`src/rtl/event_pulse_gen.sv`:
```
// Event input conditioner: synchroniser, debounce FSM and registered edge pulse
// that drives the increment input of the downstream event counter.
module event_pulse_gen #(
  parameter int SYNC_STAGES     = 2,
  parameter int DEBOUNCE_CYCLES = 16,
  parameter int EDGE_MODE       = 0
) (
  input  logic CLK,
  input  logic RST,
  input  logic enable_i,
  input  logic event_i,
  output logic increment_o,
  output logic level_o,
  output logic busy_o
);

  localparam int CW = $clog2(DEBOUNCE_CYCLES + 1);
  localparam logic [CW-1:0] CNT_LAST = CW'(DEBOUNCE_CYCLES - 1);

  typedef enum logic [1:0] {
    IDLE_LO,
    QUAL_HI,
    IDLE_HI,
    QUAL_LO
  } state_t;

  state_t                 state, state_d;
  logic [CW-1:0]          cnt, cnt_d;
  logic [SYNC_STAGES-1:0] sync;
  logic                   s;
  logic                   accept;
  logic                   pulse_d;

  always_ff @(posedge CLK) begin
    if (RST) begin
      sync <= '0;
    end else begin
      sync <= {sync[SYNC_STAGES-2:0], event_i};
    end
  end

  assign s       = sync[SYNC_STAGES-1];
  assign level_o = (state == IDLE_HI) || (state == QUAL_LO);
  assign busy_o  = (state == QUAL_HI) || (state == QUAL_LO);

  // cnt holds how many consecutive samples have disagreed with level_o so far.
  always_comb begin
    state_d = state;
    cnt_d   = cnt;
    accept  = 1'b0;
    case (state)
      IDLE_LO, IDLE_HI: begin
        cnt_d = '0;
        if (s != level_o) begin
          if (DEBOUNCE_CYCLES == 1) begin
            accept  = 1'b1;
            state_d = (state == IDLE_LO) ? IDLE_HI : IDLE_LO;
          end else begin
            state_d = (state == IDLE_LO) ? QUAL_HI : QUAL_LO;
            cnt_d   = CW'(1);
          end
        end
      end
      QUAL_HI, QUAL_LO: begin
        if (s == level_o) begin
          state_d = (state == QUAL_HI) ? IDLE_LO : IDLE_HI;
          cnt_d   = '0;
        end else if (cnt >= CNT_LAST) begin
          accept  = 1'b1;
          state_d = (state == QUAL_HI) ? IDLE_HI : IDLE_LO;
          cnt_d   = '0;
        end else begin
          cnt_d = cnt + CW'(1);
        end
      end
      default: begin
        state_d = IDLE_LO;
        cnt_d   = '0;
      end
    endcase
  end

  // An accepted change always moves away from the current level, so a low
  // level_o on the accepting edge means a rising edge.
  always_comb begin
    pulse_d = 1'b0;
    if (accept && enable_i) begin
      if (EDGE_MODE == 2) begin
        pulse_d = 1'b1;
      end else if (EDGE_MODE == 1) begin
        pulse_d = level_o;
      end else begin
        pulse_d = ~level_o;
      end
    end
  end

  always_ff @(posedge CLK) begin
    if (RST) begin
      state       <= IDLE_LO;
      cnt         <= '0;
      increment_o <= 1'b0;
    end else begin
      state       <= state_d;
      cnt         <= cnt_d;
      increment_o <= pulse_d;
    end
  end

endmodule

```
`config.mk`:
```
export PLATFORM = sky130hd
export DESIGN_NAME = event_pulse_gen
export DESIGN_NICKNAME = d
export VERILOG_FILES = /design/src/rtl/event_pulse_gen.sv
export SDC_FILE = /design/constraint.sdc
export NUM_CORES = 1
export LEC_CHECK = 0
export ABC_AREA = 1
export BUFFER_PORTS_ARGS = -buffer_cell sky130_fd_sc_hd__buf_2
export CELL_PAD_IN_SITES_DETAIL_PLACEMENT = 0
export CELL_PAD_IN_SITES_GLOBAL_PLACEMENT = 1
export CORE_AREA = 3 3 47 49
export CTS_BUF_LIST = sky130_fd_sc_hd__clkbuf_16
export DETAILED_ROUTE_END_ITERATION = 8
export DIE_AREA = 0 0 50 52
export PLACE_DENSITY = 0.49
export SLEW_MARGIN = 15
export SYNTH_ARGS = -nofsm -noshare
export SYNTH_HDL_FRONTEND = slang
export SYNTH_SLANG_ARGS = --single-unit
```
`constraint.sdc`:
```
create_clock -name CLK -period 1.61 [get_ports CLK]
set_input_delay 0.0805 -clock CLK [delete_from_list [all_inputs] [get_ports CLK]]
set_output_delay 0.0805 -clock CLK [all_outputs]
set_load 0.01 [all_outputs]
```
==> key figures, run 1 <==
Yosys
  – Syn Nets: 60
  – Mapped cell area: 445.4 um^2
  – Synth Register Bits: 10
  – Syn Inst Count: 54
  – Ys Warns: 0
  – Mean Syn Cell Area: 8.249 um^2
  – Yosys cell types: 21
  – Post-synthesis sequential area ratio: 44.94%

Power and ir drop
  – VDD IR max: 0.9403 mV
  – Power Density: 1190 mW/mm^2
  – Tot Pwr: 0.6956 mW
  – Leakage: 0.2807 nW

STA
  – RSZ-0062 raised after global routing: no
  – Final setup violating endpoints: 0
  – Setup TNS: 0 ps
  – Maximum clock rate: 704.2 MHz
  – Final Cycle Share: 88.20%
  – Final min period: 1420 ps
  – Clock skew: 0.6795 ps
  – Final Max Slew Viols: 0
  – Final hold violation count: 0
  – Worst slew pin tran: 221.6 ps
  – Relative slew slack: 85.20%
  – Setup slack after layout: 189.9 ps

Flow run
  – Max Cap Viol: 0

Placement
  – GPL Wtd Cong: 0.6524
  – DP Cell Count: 85
  – Port Buffers: 6
  – Hpwl dp: 541.2 um
  – Dpl ws: 168.9 ps

Clock network
  – Total CTS buffers: 3
  – Clock latency on the worst-skew pair: 230 ps
  – Post-CTS resize count: 0
  – H-tree lvl count: 1
  – Cts hold-fix bufs: 0
  – CTS sink count: 10
  – Clock Path Buffers: 2
  – Clock tree from TritonCTS: yes
  – Worst-path clk slew: 40 ps
  – Setup bufs post-CTS: 0
  – Root Buffer: clkbuf_16

Setup path
  – Critical path class: register to register
  – Max Fanout on Critical Path: 6
  – Crit. path cell count: 9
  – Critical path capture point type: register
  – Worst reg2reg startpoint: cnt[0]$_SDFF_PP0_
  – RR Endpoint: increment_o$_SDFF_PP0_
  – Delay-heaviest family, CP: adder cells
  – Critical Path RT: 1740 ps
  – FF-to-FF setup slack: 190 ps
  – WP buf/inv: 2
  – Slowest cell on crit path: dfxtp_1
  – Cell depth of the worst flop-to-flop path: 9
  – Crit-path max cell delay: 330 ps
  – WP data arrival: 1550 ps
  – Crit-path cells: ha_1, nand2_1, nor2_1, ha_1, nor2_1, nand2_2, buf_4, nand4_1, inv_1
  – Startpoint class of the critical path: register

Drt
  – TritonRoute pass-1 iters: 2
  – Vias/cell: 3.674
  – Drt drc: 0
  – Antenna viol nets, final: 0
  – WL per Instance: 7.843 um
  – DR vias: 327
  – DRT iter0 DRCs: 1
  – Post-Route WL: 698 um

Worst hold path
  – Hold path depth: 3
  – Hold_sp: event_i
  – HP Class: primary input to register
  – Hold endpoint: sync[0]$_SDFF_PP0_

Floorplanning
  – Core area: 0.001902 mm^2
  – Die Area: 0.002600 mm^2
  – Ports: 7
  – Die Height: 52 um
  – Die W: 50 um
  – Row cnt: 16
  – Initial core utilization: 23.42%

Layout
  – Share of cells above drive strength 1: 30.65%
  – Diode count: 0
  – Nets: 70
  – Commonest non-fill, non-tap cells in the layout: 10 x inv_1, 10 x dfxtp_1, 8 x nor2_1
  – Fin cells: 89
  – Area Overhead vs Synth: 31.18%
  – Final Core Density: 30.72%

Global route
  – Global Route Usage Sum: 7.060%
  – Total gr overflow: 0
  – Number of global-route vias before repair: 346
  – Initial antenna violation count: 0
  – First-pass GRT wire length: 1.331 mm
  – Pin count of the biggest net entering global routing: 7

Run status
  – Status: completed
## final cells by class
cell class	instances	area, um^2
Clock buffer	3	75.07
Fill cell	224	1318
Inverter	11	41.29
Multi-Input combinational cell	31	196.4
Sequential cell	10	200.2
Tap cell	27	33.78
Timing Repair Buffer	7	37.54
## sequential cells by signal, summed over array words and instances (netlist names), named ones only
name         cells
state            1
cnt              5
increment_o      1
sync             2
## stage by stage
stage	cell area, um^2	hold slack [ps]
5_1_grt	584.3	70.82
3_5_place_dp	501.7	289.7
6_report	584.3	49.44
2_1_floorplan	445.4	151.7
3_3_place_gp	501.7	284.5
4_1_cts	576.8	49.48
## per-layer routing
layer | part of all wire [%] | up-vias | wire length, um | GRT usage (%)
met1 | 47 | 141 | 327 | 6.609
li1 | - | 180 | - | -
met5 | 0 | - | 0 | 0
met4 | 0 | 0 | 0 | 1.382
met2 | 46 | 6 | 320 | 12.39
met3 | 7.2 | 0 | 50 | 5.158
## cells by family (layout without fill, tap and decap cells)
logic type	Yosys count	in the layout	share of synthesized area (%)
xor gates and xnor gates	1	1	1.967
buffers and inverters	13	21	10.96
AOI/OAI and AO/OA	3	3	4.212
DFF	10	10	44.94
and+or+nand+nor	25	25	32.30
adders and majority gates	2	2	5.617
## tightest hold or removal path: stages
cell	delay, ps
buf_2	70
inv_1	30
nor2_1	60
## report_power, final
part           switching (mW)  internal, mW
combinational         0.00856       0.00647
clock                   0.104         0.321
sequential            0.00315         0.253
total                   0.115         0.580
## worst max-delay path by stage
stage | from | to | slack, ps
CTS | cnt[0]$_SDFF_PP0_ | state[0]$_SDFFE_PP0P_ | 170
global route | cnt[0]$_SDFF_PP0_ | register | 5
floorplan | cnt[0]$_SDFF_PP0_ | register | 300
detailed placement | cnt[0]$_SDFF_PP0_ | register | 170
finish | cnt[0]$_SDFF_PP0_ | increment_o$_SDFF_PP0_ | 190
global placement | cnt[0]$_SDFF_PP0_ | register | 170
## synthesized netlist by cell type
cell	instances	area share [%]
ha_1	2	5.6
nand4_2	1	2.8
dfxtp_1	10	45
clkbuf_1	2	1.7
o21ai_2	1	2.0
nand2_2	2	2.8
nor3b_1	2	3.4
nor2_4	1	2.5
nand2_1	3	2.5
inv_1	10	8.4
xnor2_1	1	2.0
nor2_1	8	6.7
o21ai_0	1	1.1
nor3_1	2	2.2
inv_2	1	0.84
nor2_2	2	2.8
o21ai_1	1	1.1
nand4_1	1	1.4
nand3_1	1	1.1
and2_1	1	1.4
nand2_4	1	2.5
Power figures use the tool's default switching activity.
==> run 2: changes to the inputs <==
CTS_BUF_LIST = sky130_fd_sc_hd__clkbuf_4   (was sky130_fd_sc_hd__clkbuf_16)
==> run 2 against run 1 <==
Effect of this change: combinational power barely moved; critical path depth rose by 1; sequential share of layout area increased by 4.1 points; clock power is 61% lower; non-clock buffer count shrank 1; largest power group is now registers.
==> key figures, run 2 (synthesis gave the netlist of run 1 again) <==
Run status
  – Status: completed

Clock network
  – Clock tree from TritonCTS: yes
  – Clock latency on the worst-skew pair: 260 ps (+30 ps)
  – Root Buffer: clkbuf_4
  – H-tree lvl count: 1 (unchanged)
  – Cts hold-fix bufs: 0 (unchanged)
  – Clock Path Buffers: 2 (unchanged)
  – Total CTS buffers: 3 (unchanged)
  – Worst-path clk slew: 60 ps (+20 ps)
  – CTS sink count: 10 (unchanged)

Setup path
  – Critical path class: register to register
  – Crit-path max cell delay: 340 ps (about the same)
  – WP data arrival: 1560 ps (about the same)
  – Delay-heaviest family, CP: simple AND/OR/NAND/NOR gates
  – Critical Path RT: 1770 ps (+30 ps)
  – FF-to-FF setup slack: 210 ps (+20 ps)
  – Critical path capture point type: register
  – Crit path launch: cnt[0]$_SDFF_PP0_
  – WP buf/inv: 0 (-2)
  – Worst reg2reg startpoint: cnt[0]$_SDFF_PP0_
  – Slowest cell on crit path: dfxtp_2
  – Startpoint class of the critical path: register
  – Max Fanout on Critical Path: 6 (unchanged)
  – Cell depth of the worst flop-to-flop path: 10 (+1)
  – Crit-path cells: ha_1, nand2_1, nor2_1, ha_1, nor2_1, nand2_2, nand2_4, nand2_2, nand2_1, nor2_1
  – Most numerous cell on the critical path: nor2_1

STA
  – Setup slack after layout: 210.1 ps (+20.20 ps)
  – Final hold violation count: 0 (unchanged)
  – Final Cycle Share: 86.95% (-1.3 points)
  – Setup TNS: 0 ps (unchanged)
  – Final Max Slew Viols: 0 (unchanged)
  – Final min period: 1400 ps (-20.20 ps)
  – RSZ-0062 raised after global routing: no
  – Final setup violating endpoints: 0 (unchanged)
  – Relative slew slack: 86.00% (+0.79 points)
  – Worst slew pin tran: 209.8 ps (-11.85 ps)
  – Maximum clock rate: 714.4 MHz (+1.4%)
  – Clock skew: 3.236 ps (+2.557 ps)

Worst hold path
  – Hold endpoint: sync[0]$_SDFF_PP0_
  – Hold_sp: event_i
  – HP Class: primary input to register
  – Hold path depth: 3 (unchanged)

Floorplanning
  – Core area: 0.001902 mm^2 (unchanged)
  – Initial core utilization: 23.42% (unchanged)
  – Ports: 7 (unchanged)
  – Die Area: 0.002600 mm^2 (unchanged)
  – Die W: 50 um (unchanged)
  – Row cnt: 16 (unchanged)
  – Die Height: 52 um (unchanged)

Global route
  – Number of global-route vias before repair: 337 (-2.6%)
  – Initial antenna violation count: 0 (unchanged)
  – First-pass GRT wire length: 1.283 mm (-3.6%)
  – Pin count of the biggest net entering global routing: 7 (unchanged)
  – Global Route Usage Sum: 6.695% (-0.37 points)
  – Total gr overflow: 0 (unchanged)

Drt
  – Drt drc: 0 (unchanged)
  – DRT iter0 DRCs: 5 (+4)
  – DR vias: 325 (-0.61%)
  – Vias/cell: 3.693 (+0.52%)
  – TritonRoute pass-1 iters: 2 (unchanged)
  – Post-Route WL: 682 um (-2.3%)
  – Antenna viol nets, final: 0 (unchanged)
  – WL per Instance: 7.750 um (-1.2%)

Layout
  – Filler Cells Inserted: 232 (+3.6%)
  – Diode count: 0 (unchanged)
  – Nets: 69 (-1.4%)
  – Area Overhead vs Synth: 17.98%
  – Commonest non-fill, non-tap cells in the layout: 10 x inv_1, 9 x dfxtp_1, 8 x nor2_1
  – Share of cells above drive strength 1: 31.15% (+0.50 points)
  – Most flops, register: cnt
  – Max FFs per register: 5 (unchanged)
  – Top Registers: cnt x5, sync x2
  – Most common cell after layout, fill and taps aside: inv_1

Power and ir drop
  – Power Density: 824.9 mW/mm^2 (-31%)
  – Leakage: 0.2525 nW (-10%)
  – VDD IR max: 0.3908 mV (-58%)

Placement
  – Hpwl dp: 541.2 um (unchanged)
  – GPL Wtd Cong: 0.6524 (unchanged)
  – Port Buffers: 6 (unchanged)
  – Dpl ws: 168.9 ps (unchanged)

Flow run
  – Max Cap Viol: 0 (unchanged)
[run 2: changes by cell type in the layout (fill, tap and decap cells not counted), sizes merged]
cell,previous run,this run
buf,7,6
[run 2: layer usage]
layer,up-vias,GRT usage (%),part of all wire (%)
met3,0,4.298,8.4
met1,140,6.435,43
li1,178,-,-
met5,-,0,0
met4,0,1.382,0
met2,7,11.96,49
[run 2: cell type report]
cell class	instances	area [um^2]	share of cell area [%]
repair buffers	6	30.03	5.714
multi-input cells	31	196.4	37.38
flip-flops and latches	10	201.4	38.33
clock buffers	3	22.52	4.286
well taps	27	33.78	6.429
inverters	11	41.29	7.857
[run 2: worst max path at each step]
stage          cells after the start  slack, ps  endpoint
3_5_place_dp                      10        170  register
6_report                          10        210  register
5_1_grt                           10         30  register
3_3_place_gp                      10        170  register
2_1_floorplan                     10        300  register
4_1_cts                           10        150  register
[run 2: power breakdown]
part | total [mW] | leakage [nW] | internal, mW | switching, mW
combinational | 0.0150 | 0.157 | 0.00647 | 0.00848
clock | 0.164 | 0.0138 | 0.0860 | 0.0782
sequential | 0.254 | 0.0816 | 0.251 | 0.00305
[run 2: metrics by stage]
| stage | cells | utilization [%] | cell area [um^2] | hold WS [ps] | power (mW) |
|---|---|---|---|---|---|
| after floorplan | 54 | - | 445.4 | 151.7 | 0.2676 |
| after global placement | 85 | 26.38 | 501.7 | 284.5 | 0.2753 |
| after detailed placement | 85 | 26.38 | 501.7 | 289.7 | 0.2753 |
| after CTS | 88 | 27.57 | 524.3 | 12.08 | 0.4472 |
| after global routing | 88 | 27.63 | 525.5 | 26.97 | 0.4582 |
| final | 88 | 27.63 | 525.5 | 21.05 | 0.4335 |
[run 2: worst register-to-register path: cells and delay by family (launching register included)]
kind	cells	cell delay [ps]
simple gates	8	570
fa+ha+maj	2	380
flops	1	340
[run 2: repair_timing]
item,4_1_cts,5_1_grt
setup buffers,0,0
hold endpoints to repair,0,0
gates resized for setup,0,1
setup endpoints to repair,0,1
==> run 3: changes to the inputs <==
GPL_TIMING_DRIVEN = 0   (was not set)
clock period = 1.4 ns   (was 1.61 ns; I/O delays follow)
==> run 3 against run 2 <==
Effect of this change: first-iteration DRC count fell by 60%; setup slack got worse by 110 ps; via count rose by 5.2%; clock power rose by 18%; utilization rose by 3.6 points; clock skew rose by 2.0 ps; die area did not move; wire length rose by 0.88%; register-to-register slack got worse by 110 ps.
==> key figures, run 3 (synthesis gave the netlist of run 1 again) <==
Clock network
  – H-tree lvl count: 1 (unchanged)
  – Cts hold-fix bufs: 0 (unchanged)
  – Worst-path clk slew: 60 ps (about the same)
  – Clock tree from TritonCTS: yes
  – Clock Path Buffers: 2 (unchanged)
  – Clock latency on the worst-skew pair: 260 ps (about the same)
  – Total CTS buffers: 3 (unchanged)
  – CTS sink count: 10 (unchanged)
  – Root Buffer: clkbuf_4

Worst hold path
  – HP Class: primary input to register
  – Hold endpoint: sync[0]$_SDFF_PP0_
  – Hold path depth: 3 (unchanged)
  – Hold_sp: event_i

Placement
  – Port Buffers: 6 (unchanged)
  – Hpwl dp: 539.3 um (-0.35%)
  – DP Cell Count: 87 (+2.4%)
  – GPL Wtd Cong: 0.6124 (-6.1%)
  – Cell area after placement: 509.2 um^2 (+1.5%)

Power and ir drop
  – Leakage: 0.2731 nW (+8.1%)
  – Power Density: 853.6 mW/mm^2 (+3.5%)
  – VDD IR max: 0.4209 mV (+7.7%)

Drt
  – Antenna viol nets, final: 0 (unchanged)
  – Drt drc: 0 (unchanged)
  – Vias/cell: 3.638 (-1.5%)
  – Post-Route WL: 688 um (+0.88%)
  – WL per Instance: 7.319 um (-5.6%)
  – TritonRoute pass-1 iters: 4 (+2)
  – DRT iter0 DRCs: 2 (-3)
  – DR vias: 342 (+5.2%)

Global route
  – Pin count of the biggest net entering global routing: 7 (unchanged)
  – Number of global-route vias before repair: 308 (-8.6%)
  – Total gr overflow: 0 (unchanged)
  – Global Route Usage Sum: 6.448% (-0.25 points)
  – Initial antenna violation count: 0 (unchanged)
  – First-pass GRT wire length: 1.235 mm (-3.7%)

Layout
  – Diode count: 0 (unchanged)
  – Cell area after layout: 593.1 um^2 (+13%)
  – Commonest non-fill, non-tap cells in the layout: 10 x inv_1, 8 x dfxtp_1, 6 x nor2_1, 6 x buf_2
  – Filler Cells Inserted: 212 (-8.6%)
  – Top Registers: cnt x5, sync x2
  – Fin cells: 94 (+6.8%)
  – Nets: 74 (+7.2%)
  – Most common cell after layout, fill and taps aside: inv_1
  – Share of cells above drive strength 1: 41.79% (+11 points)
  – Area Overhead vs Synth: 33.15%
  – Max FFs per register: 5 (unchanged)
  – Most flops, register: cnt

STA
  – Final Max Slew Viols: 0 (unchanged)
  – Relative slew slack: 84.83% (-1.2 points)
  – RSZ-0062 raised after global routing: yes
  – Clock skew: 5.235 ps (+1.999 ps)
  – Worst slew pin tran: 227.5 ps (+17.76 ps)
  – Final min period: 1296 ps (-103.7 ps)
  – Final Cycle Share: 92.59% (+5.6 points)
  – Final setup violating endpoints: 0 (unchanged)
  – Final hold violation count: 0 (unchanged)
  – Maximum clock rate: 771.5 MHz (+8.0%)

Setup path
  – Startpoint class of the critical path: register
  – Cell depth of the worst flop-to-flop path: 8 (-2)
  – FF-to-FF setup slack: 100 ps (-110 ps)
  – Worst reg2reg startpoint: cnt[1]$_SDFF_PP0_
  – RR Endpoint: state[0]$_SDFFE_PP0P_
  – WP data arrival: 1450 ps (-110 ps)
  – Critical path capture point type: register
  – Critical Path RT: 1550 ps (-220 ps)
  – Critical path class: register to register
  – Max Fanout on Critical Path: 6 (unchanged)

Floorplanning
  – Ports: 7 (unchanged)
  – Die Height: 52 um (unchanged)
  – Core area: 0.001902 mm^2 (unchanged)
  – Die W: 50 um (unchanged)
  – Row cnt: 16 (unchanged)
  – Initial core utilization: 23.42% (unchanged)
  – Die Area: 0.002600 mm^2 (unchanged)

Flow run
  – Max Cap Viol: 0 (unchanged)

Run status
  – Status: completed
==> run 3: changes by cell type in the layout (fill, tap and decap cells not counted), moves of 2 or more <==
cell | before | now
buf_4 | 0 | 3
clkbuf_1 | 0 | 2
ha_1 | 2 | 0
nor2_1 | 8 | 6
==> run 3: routing by layer <==
metal | part of all wire [%] | track usage (%) | up-vias | wire (um)
li1 | - | - | 194 | -
met1 | 48 | 6.944 | 142 | 327
met2 | 47 | 10.43 | 6 | 320
met3 | 5.8 | 4.298 | 0 | 40
met4 | 0 | 1.382 | 0 | 0
met5 | 0 | 0 | - | 0
==> run 3: worst max-delay path: stages (launching register included) <==
cell	delay, ps
dfxtp_2	350
ha_4	140
nand2_2	50
nor2_2	110
ha_2	190
nor2_4	40
nand2_4	100
nand2_4	60
and2_1	130
==> run 3: final cells by class <==
type / instances / area (um^2) / share of cell area [%]
Timing Repair Buffer: 9 / 52.55 / 8.861
Clock inverter: 1 / 3.754 / 0.6329
Multi-Input combinational cell: 31 / 229.0 / 38.61
Clock buffer: 3 / 22.52 / 3.797
Buffer: 2 / 7.507 / 1.266
Sequential cell: 10 / 202.7 / 34.18
Inverter: 11 / 41.29 / 6.962
Tap cell: 27 / 33.78 / 5.696
==> run 3: stage by stage <==
| stage | TNS, ps | setup WS (ps) | total power, mW | hold WS [ps] | utilization [%] |
|---|---|---|---|---|---|
| floorplan | 0 | 94.66 | 0.3078 | 141.2 | - |
| detailed placement | -53.31 | -39.80 | 0.3170 | 279.9 | 26.78 |
| finish | 0 | 103.8 | 0.5062 | 15.19 | 31.18 |
| CTS | 0 | 0.9582 | 0.5194 | 7.223 | 29.21 |
| global placement | -131.4 | -60.20 | 0.3170 | 271.6 | 26.78 |
| global route | -17.27 | -17.27 | 0.5410 | 25.63 | 31.18 |
==> run 3: how the worst max path moves through the flow <==
| stage | startpoint | end | slack [ps] | cells past startpoint |
|---|---|---|---|---|
| finish | cnt[1]$_SDFF_PP0_ | state[0]$_SDFFE_PP0P_ | 100 | 8 |
| detailed placement | cnt[0]$_SDFF_PP0_ | register | -40 | 10 |
| CTS | cnt[0]$_SDFF_PP0_ | register | 1 | 10 |
| global placement | cnt[0]$_SDFF_PP0_ | register | -60 | 9 |
| floorplan | cnt[0]$_SDFF_PP0_ | register | 90 | 10 |
| global route | cnt[1]$_SDFF_PP0_ | register | -20 | 10 |
==> run 3: what timing repair did <==
item | 4_1_cts | 5_1_grt
setup endpoints to repair | 4 | 5
pin swaps | 3 | 7
gates resized for setup | 3 | 7
setup buffers | 2 | 1
==> run 3: where the power goes <==
part / internal, mW / total, mW / leakage [nW] / switching [mW]
registers: 0.289 / 0.292 / 0.0821 / 0.00352
clock network: 0.103 / 0.194 / 0.0154 / 0.0917
logic: 0.00883 / 0.0196 / 0.176 / 0.0108
total: 0.400 / 0.506 / 0.273 / 0.106
